## src/rtl/chip_quad2_tester.sv

```systemverilog
// chip_quad2_tester: functional tester for the 7400/7408/7432/7486 quad
// 2-input gate family. Walks all four {a,b} vectors across the four gates,
// synchronises the socket outputs and compares them to GATE_TT.
module chip_quad2_tester #(
  parameter logic [3:0]  GATE_TT       = 4'b0111,
  parameter int unsigned SETTLE_CYCLES = 3
) (
  input  logic       Clk,
  input  logic       Reset,
  input  logic       Run,
  input  logic       DISP_RSLT,
  output logic       Pin1,
  output logic       Pin2,
  output logic       Pin4,
  output logic       Pin5,
  output logic       Pin9,
  output logic       Pin10,
  output logic       Pin12,
  output logic       Pin13,
  input  logic       Pin3,
  input  logic       Pin6,
  input  logic       Pin8,
  input  logic       Pin11,
  output logic       Done,
  output logic       RSLT,
  output logic [1:0] FAIL_VEC,
  output logic [3:0] FAIL_GATE
);

  typedef enum logic [2:0] {
    S_IDLE,
    S_APPLY,
    S_SETTLE,
    S_SAMPLE,
    S_DONE
  } state_t;

  state_t      state_q, state_d;
  logic [1:0]  vec_q, vec_d;
  logic [3:0]  cnt_q, cnt_d;
  logic [3:0]  sync1_q, sync1_d;
  logic [3:0]  sync2_q, sync2_d;
  logic [7:0]  drv_q, drv_d;
  logic        done_q, done_d;
  logic        rslt_q, rslt_d;
  logic [1:0]  fail_vec_q, fail_vec_d;
  logic [3:0]  fail_gate_q, fail_gate_d;
  logic [3:0]  expect_w;
  logic [3:0]  mism_w;

  // Pin pattern for vector {a,b}: gates A/C get {a,b}, B/D get ~{a,b}.
  // Bit order {Pin13,Pin12,Pin10,Pin9,Pin5,Pin4,Pin2,Pin1}.
  function automatic logic [7:0] drive(input logic [1:0] v);
    logic a;
    logic b;
    a = v[1];
    b = v[0];
    return {~b, ~a, b, a, ~b, ~a, b, a};
  endfunction

  assign {Pin13, Pin12, Pin10, Pin9, Pin5, Pin4, Pin2, Pin1} = drv_q;
  assign Done      = done_q;
  assign RSLT      = rslt_q;
  assign FAIL_VEC  = fail_vec_q;
  assign FAIL_GATE = fail_gate_q;

  // Expected socket outputs {D,C,B,A} for the current vector and mismatch mask.
  always_comb begin
    expect_w = {GATE_TT[~vec_q], GATE_TT[vec_q], GATE_TT[~vec_q], GATE_TT[vec_q]};
    mism_w   = sync2_q ^ expect_w;
  end

  // Next-state, drive and result logic.
  always_comb begin
    state_d     = state_q;
    vec_d       = vec_q;
    cnt_d       = cnt_q;
    drv_d       = drv_q;
    done_d      = done_q;
    rslt_d      = rslt_q;
    fail_vec_d  = fail_vec_q;
    fail_gate_d = fail_gate_q;
    sync1_d     = {Pin11, Pin8, Pin6, Pin3};
    sync2_d     = sync1_q;

    // Drives are registered on the edge that enters APPLY, so the value for
    // the upcoming vector is computed on every transition into APPLY.
    unique case (state_q)
      S_IDLE: begin
        drv_d  = '0;
        done_d = 1'b0;
        if (Run) begin
          vec_d       = '0;
          rslt_d      = 1'b1;
          fail_vec_d  = '0;
          fail_gate_d = '0;
          drv_d       = drive(2'd0);
          state_d     = S_APPLY;
        end
      end
      S_APPLY: begin
        cnt_d   = 4'(SETTLE_CYCLES - 1);
        state_d = S_SETTLE;
      end
      S_SETTLE: begin
        if (cnt_q == '0) begin
          state_d = S_SAMPLE;
        end else begin
          cnt_d = cnt_q - 4'd1;
        end
      end
      S_SAMPLE: begin
        if ((mism_w != '0) && rslt_q) begin
          rslt_d      = 1'b0;
          fail_vec_d  = vec_q;
          fail_gate_d = mism_w;
        end
        if (vec_q == 2'd3) begin
          done_d  = 1'b1;
          state_d = S_DONE;
        end else begin
          vec_d   = vec_q + 2'd1;
          drv_d   = drive(vec_q + 2'd1);
          state_d = S_APPLY;
        end
      end
      S_DONE: begin
        done_d = 1'b1;
        if (!Run && !DISP_RSLT) begin
          done_d  = 1'b0;
          drv_d   = '0;
          state_d = S_IDLE;
        end
      end
      default: state_d = S_IDLE;
    endcase
  end

  // State, synchroniser and output registers with asynchronous reset.
  always_ff @(posedge Clk or posedge Reset) begin
    if (Reset) begin
      state_q     <= S_IDLE;
      vec_q       <= '0;
      cnt_q       <= '0;
      sync1_q     <= '0;
      sync2_q     <= '0;
      drv_q       <= '0;
      done_q      <= 1'b0;
      rslt_q      <= 1'b0;
      fail_vec_q  <= '0;
      fail_gate_q <= '0;
    end else begin
      state_q     <= state_d;
      vec_q       <= vec_d;
      cnt_q       <= cnt_d;
      sync1_q     <= sync1_d;
      sync2_q     <= sync2_d;
      drv_q       <= drv_d;
      done_q      <= done_d;
      rslt_q      <= rslt_d;
      fail_vec_q  <= fail_vec_d;
      fail_gate_q <= fail_gate_d;
    end
  end

endmodule

```

## config.mk

```make
export PLATFORM = sky130hd
export DESIGN_NAME = chip_quad2_tester
export DESIGN_NICKNAME = d
export VERILOG_FILES = /design/src/rtl/chip_quad2_tester.sv
export SDC_FILE = /design/constraint.sdc
export NUM_CORES = 1
export LEC_CHECK = 0
export CAP_MARGIN = 20
export CORE_ASPECT_RATIO = 0.6
export CORE_MARGIN = 1.5
export CORE_UTILIZATION = 30
export CTS_BUF_LIST = sky130_fd_sc_hd__clkbuf_4 sky130_fd_sc_hd__clkbuf_8
export DETAILED_ROUTE_END_ITERATION = 10
export PLACE_DENSITY = 0.52
export SYNTH_ARGS = -nofsm -noshare
export SYNTH_HDL_FRONTEND = slang
export SYNTH_SLANG_ARGS = --single-unit
```

## constraint.sdc

```tcl
create_clock -name Clk -period 1.4 [get_ports Clk]
set_input_delay 0.28 -clock Clk [delete_from_list [all_inputs] [get_ports Clk]]
set_output_delay 0.28 -clock Clk [all_outputs]
set_load 0.01 [all_outputs]
```

After elaboration in Yosys (flattened, before gate mapping)
Index checks and enable logic that the tools add are counted.
{ "word_totals": {"elab_cells": 75, "input_bits": 8, "mem_count": 0, "output_inout_bits": 16, "rom_bits": 0, "mem_bits_rw": 0, "regBits": 33, "latchBits": 0} }
{ "op_classes": {"multipliers": 0, "n_addsub": 2, "muxes": 29, "bitwise": 4, "order_cmp": 2, "div": 0, "n_shift": 0, "reduce_logical": 16, "eq_ne": 12} }
{ "ops": {"columns": ["op", "n"], "rows": [
  ["$mux 8", 3],
  ["$pmux 8 s3", 1],
  ["$pmux 4 s2", 2],
  ["$pmux 3 s5", 1],
  ["$ne 2x2->1 const B", 7],
  ["$mux 3", 4],
  ["$mux 4", 3],
  ["$reduce_and 3->1", 4],
  ["$pmux 2 s2", 2],
  ["$eq 3x2->1 const B", 2],
  ["$lt 2x3->1 const B", 2],
  ["$mux 1", 6],
  ["$mux 2", 3],
  ["$bmux 1 s2", 2],
  ["$logic_not 4->1", 1],
  ["$reduce_and 2->1", 2],
  ["$reduce_bool 2->1", 2],
  ["$reduce_bool 4->1", 1],
  ["$sub 4x1->4 const B", 1],
  ["$xor 4x4->4", 1],
  ["$eq 3x1->1 const B", 1],
  ["$eq 3x3->1 const B", 1],
  ["$logic_not 3->1", 1],
  ["$pmux 1 s3", 1],
  ["other kinds (8)", 11]
]} }

Logic depth before layout (Yosys ltp)
{ "logic_depth": {"ltp_word": 8, "ltp_mapped": 6, "ltp_nobuf": 6} }

Worst setup path before layout
Ideal clock, no wire load.
{ "synth_path": {"path_type": "reg-to-reg", "start": "register cnt_q[0]", "end": "register cnt_q[1]", "setup_time_ns": 0.127, "path_slack_ns": -0.148, "t_required_ns": 1.273, "period_less_slack_ns": 1.548, "path_buffers": 0, "stages_incl_launch_ff": 6, "arrival_time_ns": 1.421, "cell_sequence": "dfrtp_1 -> inv_1 -> ha_1 -> or3b_4 -> and2_4 -> o32a_2"} }
{ "synth_via": {"elab_chain_len": 3, "elab_cells_between_ends": 6, "cone_classes": "1 x add/sub; 1 x eq/ne; 2 x mux; 2 x reduce/logical"} }
{ "synth_lines": {"columns": ["element", "line", "rtl"], "rows": [
  ["start: declaration", "40", "logic [3:0] cnt_q, cnt_d;"],
  ["start signal: assignment", "155", "cnt_q <= cnt_d;"],
  ["$sub 4x1->4 or $logic_not 4->1 (tied branches)", "109, 106", null],
  ["$mux 4 or $ne 2x2->1 (tied branches)", null, null],
  ["$pmux 4 s2 or $reduce_and 2->1 (tied branches)", null, null]
]} }
Several ways; a longest one is shown, not always the timed one. The select of a mux whose other input is x is not followed.
A chain may end at the register's enable or synchronous reset.

Worst setup path after layout
Same ends and word-level chain as after synthesis.

==> impl_metrics.ini <==
[setup_path]
arrival_ns = 1.71
critPathCaptureType = flop
reg2reg_to = cnt_q[1]
r2r_slack_ns = -0.15
path_class = flop to flop
critical_path_required_ns = 1.56
worstRegToRegCells = 5
path_delay_family = simple AND/OR/NAND/NOR gates
cp_max_fo = 4
slowest_stage = dfrtp_1
cp-start-kind = flop
slowest_delay_ns = 0.38
cp.depth = 5
cp_cell_sequence = inv_2 -> ha_4 -> or3b_4 -> and2_4 -> o32a_4
path_buf_inv = 1
crit-reg2reg-launch = cnt_q[0]

[placed_design]
dp_cells = 214
place.detailed.hpwl_um = 2079
place_congestion = 0.7882
dp_worst_setup_slack_ns = -0.1956
io_buffers = 23
dpl_cell_area_mm2 = 0.001783

[timing]
finalCritPeriodShare_pct = 110.5
setup_viol = 12
slew_viol_final = 0
whs_ns = 0.3456
rsz0062_at_grt = true
slew_headroom_pct = 75.02
maxClockFrequency_mhz = 646.3
hold_viol = 0
worst_slew_pin_slew_ns = 0.3717
finClkSkew_ns = 0.003212
finalWorstSetupSlack_ns = -0.1472
period_needed_ns = 1.547

[synth]
yosysMostFrequentCell = dfrtp_1
synth_nets = 131
ys_top_cells_by_count = dfrtp_1, nor2_1, nand2_1, inv_1
synthFlopType = dfrtp_1
synth_top_area_cell = dfrtp_1
synth_cells = 119
avgSynthCellArea_um2 = 11.54
ys_async_sr_fraction_pct = 100.0
synth_area_mm2 = 0.001374
synth.area.top_cells = dfrtp_1, mux2i_1, xor2_1, ha_1, buf_4
synth-edff-count = 0
synth_top_area_share_pct = 52.82
yosys_warnings = 0
ys_seq_area_share_pct = 52.82
synth-seq-cells = 29
synth_cell_type_count = 34

[global_routing]
grt_max_degree = 30
overflow = 0
grt_pass1_wl_um = 5002
grtUsageTotal_pct = 12.83
grt_pass1_vias = 1046
antenna_found_initial = 0

[final_layout]
fin_cells = 231
final-seq-area_um2 = 728.2
fill_cells = 394
diodes = 0
area_growth_syn_to_layout_pct = 48.63
final_area_mm2 = 0.002042
nNetsFinal = 182
layout-drive-gt1-share_pct = 36.26
multi_input_area_um2 = 626.9

[cts]
clk_pin_slew_ns = 0.06
htree_levels = 2
cts_root_buf = clkbuf_8
postCtsHoldBufs = 0
clk_path_buf_depth = 2
tritoncts = built
clock-sinks = 29
clock_latency_ns = 0.28
cts_buffers = 5

[routing]
wl_um = 2910
drt-initial-drc-count = 28
postRouteAntennaNets = 0
drt_first_pass_iters = 4
wl_per_cell_um = 12.60
drc_errors = 0
viasPerCell = 4.411
via_count = 1019

[floorplan]
die_area_mm2 = 0.005008
rows = 18
start_util_pct = 32.28
fp.dieH_um = 55.42
io_pins = 24
coreArea_mm2 = 0.004257
die_w_um = 90.37

[power]
p_leak_nw = 1.037
powerDensity_mw_per_mm2 = 2327
vdd_drop_max_mv = 0.9679

[outcome]
violations = setup timing
status = complete, but fails checks

[job]
maxCapViolations = 0

[min_path]
hold_class = input pin to asynchronous set/reset pin
-- metrics by stage --
stage / util [%] / power (mW) / setup TNS [ns]
final: 47.97 / 4.751 / -0.7444
after global routing: 47.97 / 5.093 / -2.012
after CTS: 46.77 / 4.619 / -0.8727
after detailed placement: 41.89 / 3.459 / -1.656
after global placement: 41.89 / 3.410 / -1.215
after floorplan: - / 2.584 / -0.6376
-- worst max-delay path by stage --
stage | end | slack, ns | start
6_report | cnt_q[1] | -0.15 | cnt_q[0]
5_1_grt | FAIL_VEC[1] | -0.19 | vec_q[1]
4_1_cts | cnt_q[1] | -0.15 | cnt_q[0]
3_5_place_dp | cnt_q[1] | -0.20 | cnt_q[1]
3_3_place_gp | cnt_q[1] | -0.13 | cnt_q[0]
2_1_floorplan | cnt_q[1] | -0.14 | cnt_q[1]
-- placed cells by master, fill, tap and decap left out, drive strengths merged --
cell type      instances
nor4                   1
xor2                   6
and3b                  2
mux2i                  6
a21o                   4
o22ai                  1
clkbuf                 5
and3                   1
inv                    8
o32a                   1
bufinv                 2
a221o                  2
clkinv                 1
nor3b                  3
dlygate4sd2           16
buf                   29
or3b                   1
a41oi                  1
nand2                 10
and2                   1
a22o                   3
nor3                   3
ha                     4
or2                    1
a22oi                  1
nand3                  4
dfrtp                 29
clkdlybuf4s50          7
xnor2                  1
nor2                  12
o21ai                  3
a21oi                  2
-- area by class of cell --
type                       count  area share [%]
sequential                    29           35.66
multi-input combinational     74           30.70
timing repair buffer          52           21.94
tap                           60           3.676
clock buffer                   5           3.370
clock inverter                 3           3.186
inverter                       8           1.471
-- worst reg2reg max path, cell delays in order, from the launching register on --
cell and delay, ns:
dfrtp_1 0.38, inv_2 0.08, ha_4 0.12, or3b_4 0.38
and2_4 0.16, o32a_4 0.30
-- sequential cells by signal (all words and copies together), names as in the netlist --
| name | flops |
|---|---|
| vec_q | 2 |
| cnt_q | 4 |
| Done | 1 |
| sync1_q | 4 |
| RSLT | 1 |
| state_q | 3 |
| sync2_q | 4 |
| FAIL_GATE | 4 |
| FAIL_VEC | 2 |
| drv_q | 4 |
-- routing by layer --
metal  GRT usage [%]  vias to the layer above  wire [µm]
met5               0                        -          0
met4           5.442                        0         27
met3           3.719                        2        131
met2           17.42                       27       1192
met1           18.73                      484       1558
li1                -                      506          -
-- power by group --
| part | internal (mW) | switching, mW | total [mW] | leakage, nW |
|---|---|---|---|---|
| Combinational | 1.30 | 1.09 | 2.38 | 0.611 |
| Clock | 0.706 | 0.313 | 1.02 | 0.0681 |
| Sequential | 1.12 | 0.228 | 1.35 | 0.359 |
| Total | 3.13 | 1.63 | 4.75 | 1.04 |
-- cell families after synthesis --
group | count (synthesis) | share of synthesized area [%]
muxes | 6 | 4.372
adders and majority gates | 4 | 3.643
AOI/OAI and AO/OA | 18 | 11.48
and+or+nand+nor | 39 | 16.58
DFF | 29 | 52.82
xor gates and xnor gates | 7 | 4.463
buffers and inverters | 16 | 6.648
-- repair_timing --
action / 4_1_cts / 5_1_grt
setup endpoints to repair: 30 / 19
pin swaps: 9 / 9
gates resized for setup: 28 / 8
buffers inserted: 7 / 2
No activity file was read; power rests on OpenSTA's default activity.
